File: config.mk
export PLATFORM = sky130hd
export DESIGN_NAME = event_toggle_capture
export DESIGN_NICKNAME = d
export VERILOG_FILES = /design/src/rtl/etc_pkg.sv /design/src/rtl/etc_sync_fifo.sv /design/src/rtl/event_toggle_capture.sv
export SDC_FILE = /design/constraint.sdc
export NUM_CORES = 1
export LEC_CHECK = 0
export CAP_MARGIN = 30
export CORE_ASPECT_RATIO = 1.5
export CORE_MARGIN = 5
export CORE_UTILIZATION = 63
export CTS_BUF_LIST = sky130_fd_sc_hd__clkbuf_8
export CTS_CLUSTER_SIZE = 28
export DETAILED_ROUTE_END_ITERATION = 7
export PLACE_DENSITY_LB_ADDON = 0.08
export RECOVER_POWER = 100
export SLEW_MARGIN = 20
export SYNTH_ARGS = -nofsm -noshare
export SYNTH_HDL_FRONTEND = slang
export SYNTH_SLANG_ARGS = --single-unit
File: constraint.sdc
create_clock -name S_AXI_ACLK -period 7.2 [get_ports S_AXI_ACLK]
set_input_delay 1.44 -clock S_AXI_ACLK [delete_from_list [all_inputs] [get_ports S_AXI_ACLK]]
set_output_delay 1.44 -clock S_AXI_ACLK [all_outputs]
set_load 0.01 [all_outputs]
File: src/rtl/etc_pkg.sv
// Shared defaults and the FIFO entry layout for the event toggle capture block.
package etc_pkg;

    localparam int ETC_N_CH        = 2;
    localparam int ETC_CNT_W       = 32;
    localparam int ETC_TS_W        = 32;
    localparam int ETC_FIFO_DEPTH  = 16;
    localparam int ETC_SYNC_STAGES = 2;
    localparam int ETC_DROP_W      = 16;

    // One logged event: when it happened and which channels fired together.
    // Timestamp occupies the upper bits of the packed entry.
    typedef struct packed {
        logic [ETC_TS_W-1:0] timestamp;
        logic [ETC_N_CH-1:0] mask;
    } etc_entry_t;

endpackage

File: src/rtl/etc_sync_fifo.sv
// Single-clock first-word-fall-through FIFO. A write into a full FIFO is
// accepted only when a pop happens in the same cycle; pops on empty are ignored.
module etc_sync_fifo #(
    parameter  int WIDTH = 8,
    parameter  int DEPTH = 16,
    localparam int AW    = $clog2(DEPTH)
) (
    input  logic             clk,
    input  logic             rst_n,
    input  logic             clear,
    input  logic             wr_en,
    input  logic [WIDTH-1:0] wr_data,
    input  logic             rd_en,
    output logic [WIDTH-1:0] rd_data,
    output logic             empty,
    output logic             full,
    output logic [AW:0]      level
);

    logic [WIDTH-1:0] mem [DEPTH];
    logic [AW:0]      wr_ptr;
    logic [AW:0]      rd_ptr;
    logic             wr_ok;
    logic             rd_ok;

    // Extra MSB on each pointer distinguishes full from empty when indices match.
    assign empty = (wr_ptr == rd_ptr);
    assign full  = (wr_ptr[AW] != rd_ptr[AW]) && (wr_ptr[AW-1:0] == rd_ptr[AW-1:0]);
    assign level = wr_ptr - rd_ptr;
    assign rd_ok = rd_en && !empty;
    assign wr_ok = wr_en && (!full || rd_ok);

    // Head entry presented combinationally; zero when nothing is stored.
    assign rd_data = empty ? '0 : mem[rd_ptr[AW-1:0]];

    // Pointer update; clear wins over any write or pop in the same cycle.
    always_ff @(posedge clk or negedge rst_n) begin
        // NOTE: state registers use non-blocking assignments so every flop
        // samples pre-edge values regardless of statement order.
        if (!rst_n) begin
            wr_ptr <= '0;
            rd_ptr <= '0;
        end else if (clear) begin
            wr_ptr <= '0;
            rd_ptr <= '0;
        end else begin
            if (wr_ok) wr_ptr <= wr_ptr + 1'b1;
            if (rd_ok) rd_ptr <= rd_ptr + 1'b1;
        end
    end

    // Storage write.
    always_ff @(posedge clk) begin
        // NOTE: the storage array has no reset; validity is tracked by the
        // pointers alone, and rd_data is masked to zero while empty.
        if (wr_ok && !clear) mem[wr_ptr[AW-1:0]] <= wr_data;
    end

endmodule

File: src/rtl/event_toggle_capture.sv
// Counts and timestamps transitions on asynchronous toggle lines. Each
// channel is synchronised, edge-detected against a history flop, qualified
// by mask/enable/priming, counted, and logged into an event FIFO.
module event_toggle_capture
    import etc_pkg::*;
#(
    parameter int N_CH        = ETC_N_CH,
    parameter int CNT_W       = ETC_CNT_W,
    parameter int TS_W        = ETC_TS_W,
    parameter int FIFO_DEPTH  = ETC_FIFO_DEPTH,
    parameter int SYNC_STAGES = ETC_SYNC_STAGES
) (
    input  logic                          S_AXI_ACLK,
    input  logic                          S_AXI_ARESETN,
    input  logic [N_CH-1:0]               event_toggle,
    input  logic                          enable,
    input  logic                          clear,
    input  logic [N_CH-1:0]               ch_mask,
    output logic [N_CH*CNT_W-1:0]         cnt_out,
    input  logic                          fifo_rd_en,
    output logic [TS_W+N_CH-1:0]          fifo_rd_data,
    output logic                          fifo_empty,
    output logic                          fifo_full,
    output logic [$clog2(FIFO_DEPTH):0]   fifo_level,
    output logic                          overflow,
    output logic [ETC_DROP_W-1:0]         drop_cnt
);

    localparam int PW = $clog2(SYNC_STAGES + 2);

    typedef struct packed {
        logic [TS_W-1:0] timestamp;
        logic [N_CH-1:0] mask;
    } entry_t;

    logic [SYNC_STAGES-1:0][N_CH-1:0] sync_q;
    logic [N_CH-1:0]                  history;
    logic [PW-1:0]                    prime_cnt;
    logic                             primed;
    logic [N_CH-1:0]                  edge_det;
    logic [N_CH-1:0]                  q;
    logic [TS_W-1:0]                  ts_q;
    logic [CNT_W-1:0]                 cnt_q [N_CH];
    logic                             wr_req;
    logic                             drop;
    entry_t                           wr_entry;

    // Synchroniser chain plus history flop; clear deliberately leaves these alone.
    always_ff @(posedge S_AXI_ACLK or negedge S_AXI_ARESETN) begin
        if (!S_AXI_ARESETN) begin
            sync_q  <= '0;
            history <= '0;
        end else begin
            sync_q  <= {sync_q[SYNC_STAGES-2:0], event_toggle};
            history <= sync_q[SYNC_STAGES-1];
        end
    end

    // Priming: hold off detection until the chain and history have filled,
    // so a line that is already high at reset release is not seen as an edge.
    always_ff @(posedge S_AXI_ACLK or negedge S_AXI_ARESETN) begin
        if (!S_AXI_ARESETN)  prime_cnt <= '0;
        else if (!primed)    prime_cnt <= prime_cnt + 1'b1;
    end

    assign primed   = (prime_cnt == PW'(SYNC_STAGES + 1));
    assign edge_det = sync_q[SYNC_STAGES-1] ^ history;
    assign q        = edge_det & ch_mask & {N_CH{enable & primed}};
    assign wr_req   = (|q) && !clear;
    assign drop     = wr_req && fifo_full && !fifo_rd_en;

    // Free-running timestamp, frozen while capture is disabled.
    always_ff @(posedge S_AXI_ACLK or negedge S_AXI_ARESETN) begin
        if (!S_AXI_ARESETN) ts_q <= '0;
        else if (clear)     ts_q <= '0;
        else if (enable)    ts_q <= ts_q + 1'b1;
    end

    for (genvar i = 0; i < N_CH; i++) begin : g_ch
        // Saturating per-channel event counter.
        always_ff @(posedge S_AXI_ACLK or negedge S_AXI_ARESETN) begin
            if (!S_AXI_ARESETN)                 cnt_q[i] <= '0;
            else if (clear)                     cnt_q[i] <= '0;
            else if (q[i] && (cnt_q[i] != '1))  cnt_q[i] <= cnt_q[i] + 1'b1;
        end
        assign cnt_out[i*CNT_W +: CNT_W] = cnt_q[i];
    end

    // Sticky overflow flag and saturating count of entries lost to a full FIFO.
    always_ff @(posedge S_AXI_ACLK or negedge S_AXI_ARESETN) begin
        if (!S_AXI_ARESETN) begin
            overflow <= 1'b0;
            drop_cnt <= '0;
        end else if (clear) begin
            overflow <= 1'b0;
            drop_cnt <= '0;
        end else if (drop) begin
            overflow <= 1'b1;
            if (drop_cnt != '1) drop_cnt <= drop_cnt + 1'b1;
        end
    end

    assign wr_entry.timestamp = ts_q;
    assign wr_entry.mask      = q;

    etc_sync_fifo #(
        .WIDTH (TS_W + N_CH),
        .DEPTH (FIFO_DEPTH)
    ) u_fifo (
        .clk     (S_AXI_ACLK),
        .rst_n   (S_AXI_ARESETN),
        .clear   (clear),
        .wr_en   (wr_req),
        .wr_data (wr_entry),
        .rd_en   (fifo_rd_en),
        .rd_data (fifo_rd_data),
        .empty   (fifo_empty),
        .full    (fifo_full),
        .level   (fifo_level)
    );

endmodule

=== Word-level counts from Yosys, hierarchy flattened ===
Memory sizes are Yosys's and may differ from the RTL's.
Index checks and enable logic that the tools add are counted.
W data, S select, Z words.

* Add/subtract/negate cells: 8
* Equal/unequal tests: 7
* Muxes and demuxes: 18
* Bitwise gates (word level): 4
* Reduce and logical (&&, ||, !) cells: 23

{| class="wikitable"
|+ Operators with widths
! cell !! number
|-
| $mux W32 || 6
|-
| $add A32 B1 Y32 const B || 3
|-
| $ne A32 B32 Y1 const B || 2
|-
| $mux W16 || 3
|-
| $mux W34 || 1
|-
| $mux W5 || 4
|-
| $add A16 B1 Y16 const B || 1
|-
| $ne A16 B16 Y1 const B || 1
|-
| $reduce_bool A2 Y1 || 7
|-
| $add A5 B1 Y5 const B || 2
|-
| $logic_and A1 B1 Y1 || 9
|-
| $eq A5 B5 Y1 || 1
|-
| $sub A5 B5 Y5 || 1
|-
| $and A2 B2 Y2 || 2
|-
| $eq A4 B4 Y1 || 1
|-
| $logic_not A1 Y1 || 4
|-
| $mux W1 || 4
|-
| $add A2 B1 Y2 const B || 1
|-
| $eq A2 B2 Y1 const B || 1
|-
| $reduce_and A2 Y1 || 1
|-
| $reduce_or A2 Y1 || 1
|-
| $xor A2 B2 Y2 || 1
|-
| $and A1 B1 Y1 || 1
|-
| $logic_or A1 B1 Y1 || 1
|-
| $ne A1 B1 Y1 || 1
|}

* Register bits after elaboration: 131
* Memory bits (writable): 544
* Input bits: 9
* Output and inout port bits: 122
* Word-level logic and storage cells: 72
* Memories kept: 1

{| class="wikitable"
|+ Memories
! name !! words !! width !! rd ports !! clocked after memory_dff !! wr ports !! line !! text
|-
| u_fifo.mem || 16 || 34 || 1 || 0 || 1 || etc_sync_fifo.sv:20 || <nowiki>logic [WIDTH-1:0] mem [DEPTH];</nowiki>
|}

=== Longest topological paths before layout ===
* Depth in word-level cells: 9
* Depth in mapped cells: 11
* Depth with buffers taken out: 7

=== Hierarchy ===
A second synthesis with hierarchy kept.

* Cell total of the unflattened synthesis: 1676
* Area, all modules: 27845.5 µm²

{| class="wikitable"
|+ Modules (own cells, without submodules)
! module !! times used !! cells each !! area each (µm²) !! sequential area each (µm²)
|-
| etc_sync_fifo || 1 || 1003 || 21551.9 || 16585.9
|-
| event_toggle_capture || 1 || 673 || 6293.5 || 3027.9
|}

=== Least setup slack after synthesis ===
No wires, ideal clock.

* Kind: input to register
* From: input enable
* To: memory u_fifo.mem[0][0] (netlist bit), enable pin
* Setup time: 467 ps
* Data arrival time: 5190 ps
* Data required time: 6733 ps
* Slack: 1543 ps
* Cell stages on the path: 7
* Path buffers: 2
* Cells stage by stage: buf_4 -> nand3_1 -> or2_1 -> buf_2 -> a211oi_1 -> nand2_1 -> nor3_1

* Longest elaborated chain between the ends: 8

{| class="wikitable"
|+ RTL lines
! element !! line !! text
|-
| from (decl) || event_toggle_capture.sv:16 || <nowiki>input logic enable,</nowiki>
|-
| $and A1 B1 Y1 || event_toggle_capture.sv:68 || <nowiki>assign q = edge_det & ch_mask & {N_CH{enable & primed}};</nowiki>
|-
| $and A2 B2 Y2 || event_toggle_capture.sv:68 ||
|-
| $reduce_or A2 Y1 || event_toggle_capture.sv:69 || <nowiki>assign wr_req = (|q) && !clear;</nowiki>
|-
| $logic_and A1 B1 Y1 || event_toggle_capture.sv:69 ||
|-
| $logic_and A1 B1 Y1 || etc_sync_fifo.sv:31 || <nowiki>assign wr_ok = wr_en && (!full || rd_ok);</nowiki>
|-
| $logic_and A1 B1 Y1 || etc_sync_fifo.sv:56 || <nowiki>if (wr_ok && !clear) mem[wr_ptr[AW-1:0]] <= wr_data;</nowiki>
|-
| $mux W1 || etc_sync_fifo.sv:56 ||
|-
| $mux W1 (not written as such) || etc_sync_fifo.sv:56 ||
|-
| to (decl) || etc_sync_fifo.sv:20 ||
|}

Every way passes these cells.

=== Worst setup path in the final report ===
* From: input enable
* To: memory u_fifo.mem[7][28] (netlist bit), enable pin

The elaborated chain is that of the path after synthesis.

==> metrics.txt <==
Critical Path Start enable; worst reg2reg endpoint u_fifo.mem[7][28]$_DFFE_PP_; most frequent standard cell in the layout excluding fill and tap cells sky130_fd_sc_hd__edfxtp_1; Clk pwr share 38.0%; synthesis warning total 0; RSZ-0062 raised after global routing false; Die Width 182 µm; via count around 15,000; delay of the slowest critical-path stage 1480 ps; peak supply drop 0.000211 V; maximum level of the CTS H-tree 3; worst slack at placement 1710 ps; clock slew seen by the registers of the worst setup and hold paths 60 ps; Die Footprint 48,500 µm²; Hold Violations, Final 0; number of cells on the worst reg-to-reg path 6; synthesis-to-finish area growth 13.9%; number of buffer cells added on primary ports 130; DRC violation count after routing 0; worst hold path class flip-flop to flip-flop; maximum frequency from static timing analysis 0.168 GHz; endpoint of the worst hold-timing path sync_q[3]$_DFF_PN0_; via count of the first global-routing pass between 15,000 and 20,000; part of the cycle the worst path needs between 80% and 90%; number of optimization iterations in the first detailed-route pass 7; vertical die dimension 267 µm; sum of net half-perimeters after detailed placement about 36 mm; worst path required time 7440 ps; final worst clock skew 23.9 ps; fraction of power consumed by sequential logic 53.1%; post-route ant nets 0; crit path buf inv count 2; top cells by area, synth sky130_fd_sc_hd__edfxtp_1 59%, sky130_fd_sc_hd__mux4_2 14%, sky130_fd_sc_hd__dfrtp_1 12%; CP Launch Type input pin; Reg-to-Reg Start u_fifo.rd_ptr[0]$_DFFE_PN0P_; number of flops mapped to enable cells by yosys 544; largest area contributor in the netlist sky130_fd_sc_hd__edfxtp_1; Post-synth ARST share 19.4%; Clock Tree Root sky130_fd_sc_hd__clkbuf_8; internal power 6.17 mW; critical path start-end classification input pin to flip-flop; final setup slack of the worst path between 1000 and 1500 ps; Hold Crit Depth 0; post-layout total power around 8 mW; data arrival time of the critical path 6210 ps; instance area after placement 29,900 µm²; Seq cells post-synth 675; GR Overflow Total 0; Switching Fraction 22.6%; Largest delay share family, worst path simple AND/OR/NAND/NOR gates; number of antenna violations at the first check in global routing 1; wire length per cell 25.1 µm; Max stage delay cell, worst path sky130_fd_sc_hd__nor2_1; total of hold buffers inserted after clock tree synthesis 0; area share of the largest cell type after synthesis 58.7%; number of DRC markers after the initial detailed-route iteration roughly 1,200; switching power 1.81 mW; number of ports placed on the die boundary 131; All-Layer GR Usage about a quarter; Leakage 11.2 nW; violations in the final reports max-capacitance violations, max-slew violations; synthesized area per cell 17.7 µm²; Setup TNS Final 0 ps; buffer depth of the longest clock path 3; drt via density 6.35; worst-path cell chain dlygate4sd3_1 > nand3_1 > or2_0 > a2111o_1 > nor2_1 > clkbuf_1; # rows 94; total of fill cells in the finished design 2,761; largest net degree at the start of global routing 81; TritonCTS clock tree done; top library cells by usage in the layout, fill and taps aside 544 x sky130_fd_sc_hd__edfxtp_1, 170 x sky130_fd_sc_hd__mux4_2, 129 x sky130_fd_sc_hd__dfrtp_1; Skew-Pair Late Insertion Delay 660 ps; final WL 60.7 mm; Tightest Pin Transition 3590 ps; clock period minus worst slack between 5000 and 6000 ps; wire length of the first global-routing pass 95.3 mm; final number of setup-violating endpoints 0; total standard cell area after synthesis 27,800 µm²; maximum fanout along the worst path 20; Seq/Total Area, Yosys 70.5%; max-slew violation count 366; core area 43,800 µm²; part of the total power dissipated in combinational logic 8.9%; quantity of gates resized following cts 0; initial cell density of the core 63.6%; post-route cell area roughly 32,000 µm²; outcome finished, violations left; synthesized instance count 1,575; number of distinct library cell variants in the gate-level netlist after synthesis 68; count of nets after finishing 1,782; Relative slew margins -139%; number of max-capacitance violations reported 14; Final Wtd Congestion a little over 0.8; register-to-register setup slack 1460 ps; Mapped Nets between 1,500 and 2,000; Worst Hold Launch sync_q[1]$_DFF_PN0_; number of sinks on the clock net 675; fraction of layout cells with a size suffix above 1 19.6%; most instantiated flip-flop cell in the synthesis netlist sky130_fd_sc_hd__edfxtp_1; number of buffers inserted by post-CTS setup repair 0; critical path endpoint category flip-flop; ratio of total power to cell area 252 nW/µm²; clock buffers created by TritonCTS 95
## layout make-up
| class | instances | area, µm² | share of cell area [%] |
|---|---|---|---|
| clock inverter | 75 | 534 | 1.69 |
| timing repair buffer | 159 | 1520 | 4.81 |
| inverter | 28 | 105 | 0.332 |
| sequential | 675 | 19600 | 61.9 |
| tap | 576 | 721 | 2.27 |
| antenna | 1 | 2.50 | 0.00789 |
| clock buffer | 103 | 1420 | 4.47 |
| multi-input combinational | 799 | 7770 | 24.5 |
## stage by stage
| step | util (%) | std cells | hold slack (ps) |
|---|---|---|---|
| 6_report | 72.4 | 2416 | 348 |
| 5_1_grt | 72.4 | 2416 | 373 |
| 4_1_cts | 72.8 | 2413 | 350 |
| 3_5_place_dp | 68.3 | 2235 | 336 |
| 3_3_place_gp | 68.3 | 2234 | 335 |
| 2_1_floorplan | - | 1575 | 331 |
## Yosys cell counts, types with 6 or more instances
master                     count
sky130_fd_sc_hd__a21o_1       12
sky130_fd_sc_hd__a21oi_1      48
sky130_fd_sc_hd__and2_1        6
sky130_fd_sc_hd__and3_1        9
sky130_fd_sc_hd__and4_1        7
sky130_fd_sc_hd__buf_1        12
sky130_fd_sc_hd__buf_2        22
sky130_fd_sc_hd__clkbuf_1     36
sky130_fd_sc_hd__dfrtp_1     131
sky130_fd_sc_hd__edfxtp_1    544
sky130_fd_sc_hd__ha_1         14
sky130_fd_sc_hd__inv_1        24
sky130_fd_sc_hd__mux2_2       10
sky130_fd_sc_hd__mux4_2      170
sky130_fd_sc_hd__nand2_1      59
sky130_fd_sc_hd__nand2b_1      8
sky130_fd_sc_hd__nand3_1      48
sky130_fd_sc_hd__nand4_1      23
sky130_fd_sc_hd__nor2_1       86
sky130_fd_sc_hd__nor2b_1      39
sky130_fd_sc_hd__nor3_1       19
sky130_fd_sc_hd__nor4_1       24
sky130_fd_sc_hd__o21ai_0      39
sky130_fd_sc_hd__o31ai_1      10
sky130_fd_sc_hd__or2_2         8
sky130_fd_sc_hd__or3_1        30
sky130_fd_sc_hd__or4_1        10
sky130_fd_sc_hd__xnor2_1      37
sky130_fd_sc_hd__xor2_1       15
## registers in the layout, summed over array words and instances, names as in the netlist
signal and count:
cnt_out 64, u_fifo.mem 544, prime_cnt 2, overflow 1, sync_q 4, drop_cnt 16, u_fifo.wr_ptr 5, history 2
u_fifo.rd_ptr 5, ts_q 32
## cells by family after synthesis
group / count (synthesis) / synth area share (%)
compound gates: 150 / 3.51
xor+xnor: 52 / 1.64
fa+ha+maj: 15 / 0.702
buf+inv: 101 / 1.52
flops: 675 / 70.5
mux: 185 / 14.3
simple gates: 397 / 7.78
## how the worst max path moves through the flow
stage / endpoint / slack, ps / cells after the start
after floorplan: u_fifo.mem[0][0]$_DFFE_PP_ / 1540 / 7
after global placement: u_fifo.mem[9][6]$_DFFE_PP_ / 1800 / 7
after detailed placement: u_fifo.mem[6][32]$_DFFE_PP_ / 1710 / 7
after CTS: fifo_rd_data[5] / 1830 / 5
after global routing: u_fifo.mem[12][12]$_DFFE_PP_ / 850 / 7
final: u_fifo.mem[7][28]$_DFFE_PP_ / 1230 / 6
## power by group through the flow
stage                     Combinational, mW  Sequential [mW]  Clock [mW]
after global placement                0.726             4.32           0
after CTS                             0.745             4.24        3.10
after global routing                  0.764             4.24        3.30
final                                 0.707             4.24        3.03
after detailed placement              0.744             4.32           0
after floorplan                       0.494             4.29           0
## per-layer routing
metal	GRT usage (%)	vias up	part of all wire (%)
li1	-	6682	-
met1	33.6	7920	38
met2	44.2	619	53
met3	4.70	114	6.6
met4	8.73	0	2.8
met5	0	-	0
(Power assumes the default switching activity.)
